**src/rtl/apb_rr_master_arbiter.sv**
```systemverilog
// -----------------------------------------------------------------------------
// apb_rr_master_arbiter
//
// Shares one APB master port between NUM_REQ single-beat requesters.
// Arbitration is round-robin: the search for a winner starts at the requester
// after the one granted last. The APB SETUP/ACCESS phases are sequenced here.
// A watchdog can end an ACCESS phase that the slave never completes.
//
// Parameters
//   NUM_REQ         number of requesters (>= 2)
//   APB_ADDR_WIDTH  APB address width
//   APB_DATA_WIDTH  APB data width
//   TIMEOUT_CYCLES  max ACCESS cycles before a forced error, 0 = wait forever
//
// Ports
//   clk_i, rst_i     clock (rising edge), synchronous active-high reset
//   req_valid_i      per-requester request valid
//   req_ready_o      per-requester accept strobe (one-hot or zero, IDLE only)
//   req_write_i      per-requester direction, 1 = write
//   req_addr_i       packed addresses, requester i at [i*AW +: AW]
//   req_wdata_i      packed write data, requester i at [i*DW +: DW]
//   rsp_valid_o      one-cycle completion pulse to the owning requester
//   rsp_rdata_o      read data (0 for writes / timeouts), valid with rsp_valid_o
//   rsp_err_o        error flag (slave error or timeout), valid with rsp_valid_o
//   psel_o .. pwdata_o  APB master outputs
//   prdata_i, pready_i, pslverr_i  APB slave responses
// -----------------------------------------------------------------------------
module apb_rr_master_arbiter #(
  parameter int NUM_REQ        = 4,
  parameter int APB_ADDR_WIDTH = 32,
  parameter int APB_DATA_WIDTH = 32,
  parameter int TIMEOUT_CYCLES = 256
) (
  input  logic                                clk_i,
  input  logic                                rst_i,
  input  logic [NUM_REQ-1:0]                  req_valid_i,
  output logic [NUM_REQ-1:0]                  req_ready_o,
  input  logic [NUM_REQ-1:0]                  req_write_i,
  input  logic [NUM_REQ*APB_ADDR_WIDTH-1:0]   req_addr_i,
  input  logic [NUM_REQ*APB_DATA_WIDTH-1:0]   req_wdata_i,
  output logic [NUM_REQ-1:0]                  rsp_valid_o,
  output logic [APB_DATA_WIDTH-1:0]           rsp_rdata_o,
  output logic                                rsp_err_o,
  output logic                                psel_o,
  output logic                                penable_o,
  output logic                                pwrite_o,
  output logic [APB_ADDR_WIDTH-1:0]           paddr_o,
  output logic [APB_DATA_WIDTH-1:0]           pwdata_o,
  input  logic [APB_DATA_WIDTH-1:0]           prdata_i,
  input  logic                                pready_i,
  input  logic                                pslverr_i
);

  localparam int IDX_W = $clog2(NUM_REQ);
  // A zero-width counter is illegal, so the disabled-watchdog case keeps one
  // (unused) bit.
  localparam int CNT_W = (TIMEOUT_CYCLES > 0) ? $clog2(TIMEOUT_CYCLES + 1) : 1;
  // The watchdog fires in the ACCESS cycle whose counter value is one short
  // of the limit, i.e. exactly TIMEOUT_CYCLES ACCESS cycles are spent.
  localparam logic [CNT_W-1:0] CNT_LAST =
    (TIMEOUT_CYCLES > 0) ? CNT_W'(TIMEOUT_CYCLES - 1) : '0;
  localparam logic [IDX_W-1:0] IDX_MAX = IDX_W'(NUM_REQ - 1);

  typedef enum logic [1:0] {
    ST_IDLE   = 2'd0,
    ST_SETUP  = 2'd1,
    ST_ACCESS = 2'd2
  } state_t;

  state_t                    state_reg, state_next;
  logic [IDX_W-1:0]          ptr_reg, ptr_next;
  logic [IDX_W-1:0]          grant_reg, grant_next;
  logic                      write_reg, write_next;
  logic [APB_ADDR_WIDTH-1:0] addr_reg, addr_next;
  logic [APB_DATA_WIDTH-1:0] wdata_reg, wdata_next;
  logic [CNT_W-1:0]          cnt_reg, cnt_next;
  logic [NUM_REQ-1:0]        rsp_valid_reg, rsp_valid_next;
  logic [APB_DATA_WIDTH-1:0] rsp_rdata_reg, rsp_rdata_next;
  logic                      rsp_err_reg, rsp_err_next;

  // Unpacked views of the packed request payloads.
  logic [APB_ADDR_WIDTH-1:0] req_addr_arr  [NUM_REQ];
  logic [APB_DATA_WIDTH-1:0] req_wdata_arr [NUM_REQ];

  // Round-robin search results.
  logic [IDX_W-1:0]          win_idx;
  logic                      win_found;
  logic                      accept;
  logic                      timeout_hit;
  logic                      access_done;

  genvar gi;
  generate
    for (gi = 0; gi < NUM_REQ; gi++) begin : g_unpack
      assign req_addr_arr[gi]  = req_addr_i[gi*APB_ADDR_WIDTH +: APB_ADDR_WIDTH];
      assign req_wdata_arr[gi] = req_wdata_i[gi*APB_DATA_WIDTH +: APB_DATA_WIDTH];
    end
  endgenerate

  // ---------------------------------------------------------------------------
  // Winner search: first valid requester at or after ptr_reg, wrapping around.
  // The candidate index is reduced by subtraction, so NUM_REQ need not be a
  // power of two.
  // ---------------------------------------------------------------------------
  always_comb begin
    int cand;
    cand      = 0;
    win_idx   = ptr_reg;
    win_found = 1'b0;
    for (int k = 0; k < NUM_REQ; k++) begin
      cand = int'(ptr_reg) + k;
      if (cand >= NUM_REQ) begin
        cand = cand - NUM_REQ;
      end
      if (!win_found && req_valid_i[IDX_W'(cand)]) begin
        win_found = 1'b1;
        win_idx   = IDX_W'(cand);
      end
    end
  end

  assign accept = (state_reg == ST_IDLE) && win_found;

  generate
    for (gi = 0; gi < NUM_REQ; gi++) begin : g_ready
      assign req_ready_o[gi] = accept && (win_idx == IDX_W'(gi));
    end
  endgenerate

  // Watchdog: only armed when a limit is configured; a ready slave in the
  // same cycle takes precedence.
  assign timeout_hit = (TIMEOUT_CYCLES != 0) && (state_reg == ST_ACCESS) &&
                       !pready_i && (cnt_reg == CNT_LAST);
  assign access_done = (state_reg == ST_ACCESS) && (pready_i || timeout_hit);

  // ---------------------------------------------------------------------------
  // Next-state and datapath
  // ---------------------------------------------------------------------------
  always_comb begin
    state_next     = state_reg;
    ptr_next       = ptr_reg;
    grant_next     = grant_reg;
    write_next     = write_reg;
    addr_next      = addr_reg;
    wdata_next     = wdata_reg;
    cnt_next       = '0;
    rsp_valid_next = '0;
    rsp_rdata_next = rsp_rdata_reg;
    rsp_err_next   = rsp_err_reg;

    unique case (state_reg)
      ST_IDLE: begin
        if (accept) begin
          grant_next = win_idx;
          write_next = req_write_i[win_idx];
          addr_next  = req_addr_arr[win_idx];
          wdata_next = req_wdata_arr[win_idx];
          ptr_next   = (win_idx == IDX_MAX) ? '0 : win_idx + IDX_W'(1);
          state_next = ST_SETUP;
        end
      end

      ST_SETUP: begin
        state_next = ST_ACCESS;
      end

      ST_ACCESS: begin
        if (access_done) begin
          state_next                = ST_IDLE;
          rsp_valid_next[grant_reg] = 1'b1;
          if (pready_i) begin
            rsp_rdata_next = write_reg ? '0 : prdata_i;
            rsp_err_next   = pslverr_i;
          end else begin
            rsp_rdata_next = '0;
            rsp_err_next   = 1'b1;
          end
        end else if (TIMEOUT_CYCLES != 0) begin
          cnt_next = cnt_reg + CNT_W'(1);
        end
      end

      default: begin
        state_next = ST_IDLE;
      end
    endcase
  end

  // ---------------------------------------------------------------------------
  // State register. Reset abandons any in-flight transfer without a response.
  // ---------------------------------------------------------------------------
  always_ff @(posedge clk_i) begin
    if (rst_i) begin
      state_reg     <= ST_IDLE;
      ptr_reg       <= '0;
      grant_reg     <= '0;
      write_reg     <= 1'b0;
      addr_reg      <= '0;
      wdata_reg     <= '0;
      cnt_reg       <= '0;
      rsp_valid_reg <= '0;
      rsp_rdata_reg <= '0;
      rsp_err_reg   <= 1'b0;
    end else begin
      state_reg     <= state_next;
      ptr_reg       <= ptr_next;
      grant_reg     <= grant_next;
      write_reg     <= write_next;
      addr_reg      <= addr_next;
      wdata_reg     <= wdata_next;
      cnt_reg       <= cnt_next;
      rsp_valid_reg <= rsp_valid_next;
      rsp_rdata_reg <= rsp_rdata_next;
      rsp_err_reg   <= rsp_err_next;
    end
  end

  // APB strobes decode straight from the state register; the payload comes
  // from the latch, which keeps its value while idle.
  assign psel_o      = (state_reg == ST_SETUP) || (state_reg == ST_ACCESS);
  assign penable_o   = (state_reg == ST_ACCESS);
  assign pwrite_o    = write_reg;
  assign paddr_o     = addr_reg;
  assign pwdata_o    = wdata_reg;

  assign rsp_valid_o = rsp_valid_reg;
  assign rsp_rdata_o = rsp_rdata_reg;
  assign rsp_err_o   = rsp_err_reg;

endmodule

```
**config.mk**
```make
export PLATFORM = sky130hd
export DESIGN_NAME = apb_rr_master_arbiter
export DESIGN_NICKNAME = d
export VERILOG_FILES = /design/src/rtl/apb_rr_master_arbiter.sv
export SDC_FILE = /design/constraint.sdc
export NUM_CORES = 1
export LEC_CHECK = 0
export BUFFER_PORTS_ARGS = -buffer_cell sky130_fd_sc_hd__buf_2
export CAP_MARGIN = 20
export CORE_AREA = 2 2 159 161
export DETAILED_ROUTE_END_ITERATION = 10
export DIE_AREA = 0 0 161 163
export GPL_TIMING_DRIVEN = 0
export PLACE_DENSITY = 0.51
export SYNTH_ARGS = -nofsm -noshare
export SYNTH_HDL_FRONTEND = slang
export SYNTH_SLANG_ARGS = --single-unit
```
**constraint.sdc**
```tcl
create_clock -name clk_i -period 2 [get_ports clk_i]
set_input_delay 0.1 -clock clk_i [delete_from_list [all_inputs] [get_ports clk_i]]
set_output_delay 0.1 -clock clk_i [all_outputs]
set_load 0.01 [all_outputs]
```
# [Word level (Yosys, flattened, before mapping)]
# Index checks and enable logic that the tools add are counted.
[word_totals] in_bits=300 out_inout_bits=108 wordCells=108 regBits=117
[classes] n_eq_ne=8 n_addsub=9 n_mux=41 reduce_logical=25 n_lt_le_gt_ge=12 n_bitwise=3
[ops] operator="two-way mux 32 bit" n=6
[ops] operator="binary-select mux 32 bit (select 2 bit)" n=2
[ops] operator="two-way mux 2 bit" n=11
[ops] operator="< comparator 2 x 4 -> 1 bit, second input constant" n=4
[ops] operator="two-way mux 1 bit" n=15
[ops] operator="greater-or-equal comparator 3 bit, second input constant" n=4
[ops] operator="logical AND 1 bit" n=12
[ops] operator="binary-select mux 1 bit (select 2 bit)" n=5
[ops] operator="adder 9 x 1 -> 9 bit, second input constant" n=1
[ops] operator="equality test 9 x 8 -> 1 bit, second input constant" n=1
[ops] operator="subtractor 2 x 1 -> 2 bit, second input constant" n=4
[ops] operator="adder 2 x 2 -> 3 bit, second input constant" n=2
[ops] operator="equality test 2 bit, second input constant" n=3
[ops] operator="< comparator 2 x 3 -> 1 bit, second input constant" n=2
[ops] operator="one-hot mux 2 bit (3 select lines)" n=1
[ops] operator="AND reduction 2 bit" n=3
[ops] operator="OR reduction 3 bit" n=2
[ops] operator="equality test 2 x 1 -> 1 bit, second input constant" n=2
[ops] operator="logical NOT 1 bit" n=4
[ops] operator="logical NOT 2 bit" n=2
[ops] operator="adder 2 x 1 -> 3 bit, second input constant" n=1
[ops] operator="greater-or-equal comparator 2 x 3 -> 1 bit, second input constant" n=1
[ops] operator="NOT 2 -> 3 bit" n=1
[ops] operator="adder 2 x 1 -> 2 bit, second input constant" n=1
[ops] operator="6 further kinds" n=8

# [Depth between registers and ports, before layout]
# Gate-level depths: netlist (run 1).
[logic_depth] word_depth=19 mapped_depth=9 mapped_depth_nobuf=9

# [Least setup slack after synthesis (run 1)]
# Ideal clock, no wire load.
[synth_path] kind="reg-to-reg" startpoint="register cnt_reg[0]" endpoint="register rsp_rdata_reg[0] (netlist: rsp_rdata_o[0])" n_path_buf=1 setup_ns=0.060 t_required_ns=1.940 t_arrival_ns=2.074 path_slack_ns=-0.134 stages_incl_launch_ff=9 path_cell_list="dfxtp_1 ha_1 and3_1 and3_1 ha_1 or2_2 a21oi_1 clkbuf_1 a22o_1"
[synth_via] elab_chain_len=5
[synth_rtl] element="start, declared" line_no="76" text="logic [CNT_W-1:0] cnt_reg, cnt_next;"
[synth_rtl] element="start signal, assigned" line_no="211" text="cnt_reg <= cnt_next;"
[synth_rtl] element="equality test 9 x 8 -> 1 bit" line_no="133" text="!pready_i && (cnt_reg == CNT_LAST);"
[synth_rtl] element="logical AND 1 bit" line_no="133"
[synth_rtl] element="logical OR 1 bit" line_no="134" text="assign access_done = (state_reg == ST_ACCESS) && (pready_i || timeout_hit);"
[synth_rtl] element="logical AND 1 bit" line_no="134"
[synth_rtl] element="AND reduction 2 bit (no line)"
[synth_rtl] element="end signal, assigned" line_no="213" text="rsp_rdata_reg <= rsp_rdata_next;"
[synth_rtl] element="end, declared" line_no="78" text="logic [APB_DATA_WIDTH-1:0] rsp_rdata_reg, rsp_rdata_next;"
# No other way between the ends.
# A chain may end at the register's enable or synchronous reset.

# [Worst setup path after layout (run 1)]
[layout_path] startpoint="register ptr_reg[1]" endpoint="output req_ready_o[1]"
[layout_via] elab_chain_len=17
[layout_rtl] element="start, declared" line_no="71" text="logic [IDX_W-1:0] ptr_reg, ptr_next;"
[layout_rtl] element="start signal, assigned" line_no="206" text="ptr_reg <= ptr_next;"
[layout_rtl] element="parallel branches: the longest is 16 deep, another holds adder 2 x 1 -> 3 bit"
[layout_rtl] element="logical AND 1 bit *" line_no="126" text="assign req_ready_o[gi] = accept && (win_idx == IDX_W'(gi));"
[layout_rtl] element="end, declared" line_no="37" text="output logic [NUM_REQ-1:0] req_ready_o,"
# Every way passes the cells marked *. The select of a mux whose other input is x is not followed.

==> results of run 1 <==
==> per-layer routing <==
metal / vias up / global-route usage [%] / part of all wire [%]
li1: 3120 / - / -
met1: 2941 / 20.5 / 40
met2: 253 / 33.2 / 52
met3: 23 / 4.66 / 7.0
met4: 0 / 4.42 / 1.2
met5: - / 0 / 0
==> logic make-up (layout without fill, tap and decap cells) <==
logic type,Yosys count,after routing,synth area share (%)
AOI/OAI and AO/OA,115,115,17.1
xor gates and xnor gates,6,6,0.938
adders and majority gates,6,6,1.34
buffers and inverters,53,592,6.03
DFF,117,117,41.8
muxes,130,130,23.2
other,0,1,0
and+or+nand+nor,123,123,9.64
==> cell usage after synthesis (2+ instances only) <==
cell type and count:
o21ai_1 2, buf_2 21, nor3_1 4, mux2i_1 130
ha_1 6, inv_1 7, xnor2_1 3, and3_1 6
nor2b_1 2, buf_4 3, nand2_1 77, nor2_1 20
clkbuf_1 9, a22o_1 32, xor2_1 3, a211oi_1 2
dfxtp_1 117, nand3_1 3, o221ai_1 65, a21oi_1 10
nor3b_1 2, buf_6 12
==> what timing repair did <==
action                     in CTS  in global routing
hold buffers                   88                  0
pin swaps                       4                 20
buffers inserted                7                  4
hold endpoints to repair       62                  0
setup endpoints to repair     109                 97
resized for setup              40                 22
gates cloned                    2                  1
==> worst max-delay path by stage <==
stage / startpoint / end / cells past startpoint / slack (ps)
6_report: ptr_reg[1] / req_ready_o[1] / 8 / 3
5_1_grt: ptr_reg[1] / req_ready_o[1] / 8 / -70
4_1_cts: ptr_reg[1] / req_ready_o[1] / 9 / -100
3_5_place_dp: ptr_reg[1] / pwdata_o[4] / 7 / -300
3_3_place_gp: cnt_reg[0] / rsp_rdata_o[19] / 8 / -240
2_1_floorplan: cnt_reg[0] / rsp_rdata_o[0] / 8 / 40
==> worst reg2reg max path: cells and delay by family (launching register included) <==
kind                     cells  cell delay [ps]
AO/OA/AOI/OAI                2              290
AND/OR/NAND/NOR              4              800
buffers and inverters        2              300
flip-flops                   1              350
adder cells (fa/ha/maj)      1              150
==> through the flow <==
stage	setup slack, ps	TNS, ps	instance area, µm²	total power [µW]	util (%)
6_report	2.74	0	9900	9100	40.1
2_1_floorplan	41.2	0	5610	4440	-
3_5_place_dp	-301	-14600	8060	5580	32.7
4_1_cts	-98.8	-332	9790	9200	39.7
5_1_grt	-65.1	-183	9900	9580	40.1
3_3_place_gp	-236	-11470	8060	5560	32.7
==> layout by cell type (no fill, tap or decap), types with 3 or more instances in the layout <==
master	n
clkbuf_1	4
inv_1	6
nor3_1	3
clkinv_2	4
buf_8	5
buf_4	13
clkbuf_16	18
nand3_1	3
mux2i_1	127
dlygate4sd3_1	88
dfxtp_1	113
clkbuf_2	3
xor2_1	3
mux2i_2	3
xnor2_1	3
nand2_1	76
nor2_1	20
and3_4	4
a22o_1	32
buf_2	421
o221ai_1	65
bufinv_16	4
buf_12	3
a21oi_1	7
buf_6	14
clkbuf_4	3
==> report_power, final <==
part	switching (µW)	total, µW	leakage (µW)	internal (µW)
Combinational	1500	2950	0.00357	1450
Sequential	189	2870	0.000960	2680
Clock	1190	3280	0.000297	2090
Total	2880	9100	0.00483	6220
==> layout make-up <==
type                    instances  area share [%]
inverters                       7           0.265
clock inverters                13            1.83
clock buffers                  19            4.37
well taps                     330            4.17
diodes                          1          0.0253
plain buffers                  44            3.84
repair buffers                509            31.0
multi-input cells             380            30.7
flip-flops and latches        117            23.8
==> results.md, run 1 <==
* Hold EP: paddr_o[30]
* R2R setup slack at around 40 ps
* TritonCTS clock tree: built
* Min cycle time layout at around 2000 ps
* Outcome: completed
* Routed vias at 6337
* Reg-to-reg endpoint: rsp_rdata_o[27]
* Area of the multi-input gates at between 3000 and 4000 µm²
* Syn. warnings at 0
* Crit-path max cell delay at 360 ps
* Register area at 2350 µm²
* Worst reg2reg path depth at 9
* Residual DRC at 0
* Worst path arrival time at 1900 ps
* First-pass GRT wire length at about 36 mm
* Worst-Skew Late Latency at 400 ps
* Vias per cell at 4.46
* Die X at 161 µm
* CP most frequent cell: buf_6
* Pwr dens at slightly above 900 nW/µm²
* Crit-path max FO at 4
* Total CTS buffers at 17
* Total global routing overflow at 0
* Core area at 24700 µm²
* Pin count of the biggest net entering global routing at 17
* Post-Route WL at 24.8 mm
* Slowest-stage cell, CP: dfxtp_4
* Synth area leaders: dfxtp_1 42%, mux2i_1 23%, o221ai_1 10%
* Initial antenna violation count at 1
* Final setup fails at 0
* Starting Density at 22.7%
* Buffers & Inverters on Critical Path at 3
* Slew Viols, Final at 0
* Maximum capacitance violations at 0
* Port Buffer Count at 407
* Root buf cell: clkbuf_16
* Die height at between 150 and 200 µm
* Pre-antenna DRT Iters at 4
* # fillers at between 2000 and 2500
* Family with the most delay on the worst path: simple AND/OR/NAND/NOR gates
* Gate count after technology mapping at 550
* CP required at 1900 ps
* Register area share after synthesis at 41.8%
* Hold Crit Class: input port to flop
* Layout cells sized above 1 at 47.8%
* Num ports at just over 400
* Critical path class: flop to primary output
* Post-synth EDFFs at 0
* Critical Path Start Type: flop
* Nets at 1382
* CTS Buffer Depth at 2
* Yosys cell types at 36
* Synth Cell Area at roughly 5600 µm²
* Routed len/inst at 17.5 µm
* CP endpoint kind: primary output
* Hold WS at approximately 14 ps
* Worst path cell trace: buf_6 -> or2_1 -> a21oi_2 -> o21ai_4 -> inv_2 -> ha_4 -> and3_4 -> buf_6
* Vias in the first global route at 6350
* Hold Path Cell Cnt at 3
* VDD IR-drop max at 0.000466 V
* GRT Total Usage at 17.9%
* Final Cycle Share at 99.9%
* Die Area at 26200 µm²
* Post-DRT Antenna Nets at 0
* Worst r2r src: cnt_reg[3]
* Drt first-iter violations at 260
* RD Place Congestion at 0.806
* Net Count, Synth at 856
* Placed Cells at 1287
* Mean Syn Cell Area at roughly 10 µm²
* Top-area cell type share of the netlist area at a little over two fifths
* Least-Margin Pin Slew at 547 ps
* RSZ-0062 raised after global routing: yes
* Hold Vio Cnt, Final at 0
* Asr flop ratio synth at 0%
* # rows at 58
* Cell Count, Final, Fillers Out at 1420
* Ys flop type: dfxtp_1
* Rel. slew slack at 63.5%
* F_max at 501 MHz
* Leakage at a little under 0.005 µW
* Final HPWL DP at 18.4 mm
* Clock skew at 7.60 ps
* Hold Crit Start: req_addr_i[126]
* Area growth syn-to-layout at 76.6%
* Yosys reg bits at 117
* Synth area leader: dfxtp_1
* H-tree depth at 4
* CTS clk-pin slew, worst paths at 60 ps
* # clock sinks at 117
(Power assumes the default switching activity.)
==> inputs of run 2 (changes only) <==
--- a/config.mk
+++ b/config.mk
@@ -7,11 +7,11 @@
 export LEC_CHECK = 0
 export BUFFER_PORTS_ARGS = -buffer_cell sky130_fd_sc_hd__buf_2
 export CAP_MARGIN = 20
-export CORE_AREA = 2 2 159 161
+export CORE_AREA = 2 2 157 159
 export DETAILED_ROUTE_END_ITERATION = 10
-export DIE_AREA = 0 0 161 163
+export DIE_AREA = 0 0 159 161
 export GPL_TIMING_DRIVEN = 0
-export PLACE_DENSITY = 0.51
+export PLACE_DENSITY = 0.52
 export SYNTH_ARGS = -nofsm -noshare
 export SYNTH_HDL_FRONTEND = slang
 export SYNTH_SLANG_ARGS = --single-unit
==> results.md, run 2 (synthesized netlist as in run 1, its figures left out) <==
* Switching Fraction at about 30%
* Die height at 161 µm
* Min cycle time layout at 1940 ps
* Area of the multi-input gates at 3070 µm²
* Nets at 1381
* RSZ-0062 raised after global routing: yes
* Maximum capacitance violations at 0
* Die Area at 25600 µm²
* Pre-antenna DRT Iters at 4
* Port Buffer Count at 407
* Area growth syn-to-layout at 77.7%
* Initial antenna violation count at 6
* Post-Route WL at 24.1 mm
* Final HPWL DP at about 18 mm
* GRT Total Usage at between 10% and 20%
* # rows at 57
* Hold Crit Start: req_addr_i[94]
* Vias in the first global route at 6535
* Hold Crit Class: input port to flop
* Rel. slew slack at 65.3%
* Post-DRT Antenna Nets at 0
* CP endpoint kind: flop
* Total global routing overflow at 0
* Final setup fails at 0
* Pin count of the biggest net entering global routing at 17
* Core area at between 20000 and 25000 µm²
* Layout cells sized above 1 at slightly below 50%
* Die X at 159 µm
* VDD IR-drop max at 0.000429 V
* Critical path class: flop to flop
* Crit-path max FO at 7
* RD Place Congestion at between 0.7 and 0.8
* Drt first-iter violations at 226
* Worst path arrival time at 2290 ps
* Hold Vio Cnt, Final at 0
* Critical Path Start Type: flop
* F_max at 516 MHz
* Hold WS at 4.94 ps
* # clock sinks at 117
* Final Cycle Share at 97.0%
* Vias per cell at 4.49
* Residual DRC at 0
* First-pass GRT wire length at roughly 36 mm
* Worst-Skew Late Latency at roughly 400 ps
* Worst r2r src: cnt_reg[3]
* CP required at 2350 ps
* Routed len/inst at 17.0 µm
* Most common cell after layout, fill and taps aside: buf_2
* Starting Density at 23.4%
* Register area at 2350 µm²
* H-tree depth at 4
* Outcome: completed
* Num ports at 408
* Pwr dens at 937 nW/µm²
* # fillers at between 2000 and 2500
* Combinational Power Share at 32.2%
* CP startpoint: cnt_reg[3]
* Slew Viols, Final at 0
* Clock power share at 37.0%
* CTS Buffer Depth at 2
* TritonCTS clock tree: built
* Leakage at 0.00487 µW
* Internal at ~6500 µW
* CTS clk-pin slew, worst paths at roughly 60 ps
* Total CTS buffers at 17
* Pwr Total at 9330 µW
* Most frequent cells in the layout: 424 x buf_2, 127 x mux2i_1, 111 x dfxtp_1
* Setup TNS Final at 0 ps
* Sw power at about 2800 µW
* Placed instance area at roughly 8000 µm²
* Util after Layout at about two fifths
* Sequential group share of total power at 30.8%
* Least-Margin Pin Slew at 520 ps
* Cell area after layout at 9960 µm²
* Routed vias at 6359
* Clock skew at 6.47 ps
* Root buf cell: clkbuf_16
run 2: worst paths after layout:
kind | to | slack (ps) | depth (start not counted)
setup / recovery | rsp_rdata_o[4] | 60 | 9
hold / removal | paddr_o[30] | 5 | 3
setup reg to reg | rsp_rdata_o[4] | 60 | 9
hold reg to reg | cnt_reg[0] | 450 | 1
run 2: timing repair:
action,CTS,global route
gates cloned,2,1
setup buffers,10,10
pin swaps,4,11
setup endpoints to repair,102,110
hold buffers,78,0
gates resized for setup,36,38
hold endpoints to repair,59,0
run 2: final cells by class:
cell class | count | area share [%]
Clock inverter | 8 | 1.72
Multi-Input combinational cell | 380 | 30.8
Tap cell | 324 | 4.07
Buffer | 44 | 3.76
Sequential cell | 117 | 23.6
Timing Repair Buffer | 508 | 30.8
Antenna cell | 5 | 0.126
Clock buffer | 22 | 4.86
Inverter | 7 | 0.264
run 2: through the flow:
stage / instances / worst slack [ps]
global placement: 1281 / -235
floorplan: 550 / 41.2
CTS: 1400 / -21.2
global route: 1415 / -51.0
finish: 1415 / 60.2
detailed placement: 1281 / -247
run 2: power groups by stage:
stage	Combinational, µW	Clock (µW)	Sequential (µW)
final	3000	3450	2870
after global routing	3250	3650	2920
after CTS	2950	3550	2860
after detailed placement	2650	0	2910
after global placement	2660	0	2890
after floorplan	1390	0	3050
run 2: per-layer routing:
layer	GRT usage (%)	wire length [µm]
met1	20.1	9490
met2	31.7	12200
met5	0	13
met4	8.14	744
met3	5.47	1680
run 2: critical path, cell delays in order, from the launching register on:
cell and delay (ps):
dfxtp_2 330, and3_4 180, and3_4 180, and3_4 180, ha_4 150, or2_4 260, a21oi_4 180, buf_12 160
clkbuf_16 140, a22o_1 120
==> inputs of run 3 (changes only) <==
--- a/config.mk
+++ b/config.mk
@@ -5,7 +5,7 @@
 export SDC_FILE = /design/constraint.sdc
 export NUM_CORES = 1
 export LEC_CHECK = 0
-export BUFFER_PORTS_ARGS = -buffer_cell sky130_fd_sc_hd__buf_2
+export BUFFER_PORTS_ARGS = -buffer_cell sky130_fd_sc_hd__clkbuf_2
 export CAP_MARGIN = 20
 export CORE_AREA = 2 2 157 159
 export DETAILED_ROUTE_END_ITERATION = 10
==> results.md, run 3 (synthesized netlist as in run 1, its figures left out) <==
* Outcome: completed
* Post-DRT Antenna Nets at 0
* Routed len/inst at 17.0 µm
* CP endpoint kind: primary output
* CP most frequent cell: buf_6
* # rows at 57
* Cell area after layout at 9980 µm²
* Clock skew at 6.61 ps
* Initial antenna violation count at 3
* Total global routing overflow at 0
* # fillers at roughly 2400
* Least-Margin Pin Slew at 503 ps
* GRT Total Usage at 18.3%
* Min cycle time layout at between 1500 and 2000 ps
* Leakage at slightly below 0.005 µW
* Final HPWL DP at 17.8 mm
* Die height at about 160 µm
* Vias in the first global route at 6731
* Pwr dens at 886 nW/µm²
* Num ports at just over 400
* Crit-path max cell delay at approximately 360 ps
* Critical Path Start Type: flop
* Starting Density at 23.4%
* Slew Viols, Final at 0
* Final setup fails at 0
* Final Cycle Share at a little over nine tenths
* Worst-Skew Late Latency at 410 ps
* Port Buffer Count at between 400 and 500
* Routed vias at 6402
* Slowest-stage cell, CP: dfxtp_4
* Critical path class: flop to primary output
* Layout cells sized above 1 at 47.5%
* Root buf cell: clkbuf_16
* DRT met1 WL at 9.55 mm
* Pin count of the biggest net entering global routing at 17
* First-pass GRT wire length at 36.7 mm
* TritonCTS clock tree: built
* Setup TNS Final at 0 ps
* Residual DRC at 0
* Die X at 159 µm
* Met2 wire len at ~12 mm
* Core area at 24000 µm²
* Area growth syn-to-layout at 78.1%
* F_max at 506 MHz
* Total CTS buffers at 17
* Maximum capacitance violations at 0
* Placed instance area at between 8000 and 9000 µm²
* RSZ-0062 raised after global routing: yes
* H-tree depth at 4
* Rel. slew slack at between 60% and 70%
* Nets at 1395
* Worst path arrival time at 1880 ps
* RD Place Congestion at between 0.7 and 0.8
* Drt first-iter violations at roughly 270
* # clock sinks at approximately 120
* Met3 wire length at 1.72 mm
* CTS Buffer Depth at 2
* Hold Vio Cnt, Final at 0
* Crit-path max FO at 6
* Post-Route WL at ~24 mm
* VDD IR-drop max at between 0.0003 and 0.0004 V
* CP required at 1900 ps
* Highest Signal Layer: met4
* CTS clk-pin slew, worst paths at 50 ps
* Most frequent cells in the layout: 407 x clkbuf_2, 129 x mux2i_1, 111 x dfxtp_1
* Worst path cell trace: buf_6 -> or2_1 -> a21oi_2 -> o21ai_4 -> inv_2 -> ha_4 -> and3_4 -> buf_6
* Vias per cell at 4.49
* Pre-antenna DRT Iters at 4
* Most common cell after layout, fill and taps aside: clkbuf_2
* Hold Crit Class: input port to flop
* Die Area at between 20000 and 30000 µm²
==> run 3: cell types whose count changed in the layout (fill, tap and decap cells not counted), moves of 3 or more <==
| cell | previous run | this run |
|---|---|---|
| clkbuf_4 | 3 | 0 |
| clkbuf_2 | 2 | 407 |
| buf_8 | 9 | 5 |
| clkinv_2 | 1 | 5 |
| buf_6 | 9 | 12 |
| buf_2 | 424 | 13 |
| bufinv_16 | 5 | 2 |
| dlygate4sd3_1 | 78 | 99 |
==> run 3: layout make-up <==
type                    instances  area, µm²  area share, %
multi-input cells             380       3040           30.4
plain buffers                  44        384           3.85
repair buffers                522       3200           32.1
clock inverters                10        108           1.08
inverters                       7       26.3          0.263
diodes                          3       7.51         0.0752
well taps                     324        405           4.06
clock buffers                  20        457           4.58
flip-flops and latches        117       2350           23.6
==> run 3: worst paths after layout <==
kind         slack [ps]  cells past startpoint         endpoint            start
max reg2reg          40                      9  rsp_rdata_o[16]       cnt_reg[3]
max                  20                      8   req_ready_o[1]       ptr_reg[1]
min reg2reg         410                      1       cnt_reg[0]       cnt_reg[0]
min                  10                      3     pwdata_o[13]  req_wdata_i[13]
==> run 3: routing by layer <==
layer | vias up | track usage [%]
met2 | 268 | 32.9
met3 | 39 | 5.47
met1 | 2958 | 20.3
li1 | 3137 | -
met5 | - | 0
met4 | 0 | 7.31
==> run 3: per-stage QoR <==
step | hold slack (ps) | utilization [%] | cells | power, µW | setup WS, ps
detailed placement | 314 | 33.6 | 1281 | 5580 | -302
floorplan | 226 | - | 550 | 4440 | 41.2
CTS | 0.295 | 41.0 | 1418 | 8920 | -106
global placement | 310 | 33.6 | 1281 | 5560 | -293
global route | 7.63 | 41.7 | 1427 | 9330 | -93.2
finish | 14.8 | 41.7 | 1427 | 8840 | 22.0
==> run 3: report_power, final <==
part           internal [µW]  switching [µW]
Combinational           1480            1500
Sequential              2680             200
Clock                   1870            1100
Total                   6040            2810
==> run 3: worst max-delay path: cells and delay by family, from the launching register on <==
family / cells / cell delay (ps)
AO/OA/AOI/OAI: 2 / 270
adder cells (fa/ha/maj): 1 / 130
buffers and inverters: 3 / 320
flip-flops: 1 / 360
AND/OR/NAND/NOR: 2 / 380
==> run 3: timing repair <==
item	in CTS	in global routing
hold buffers	98	1
endpoints found under the setup margin	102	106
buffers inserted	8	5
pin swaps	4	10
hold endpoints to repair	66	1
resized for setup	38	36
cloned	2	1
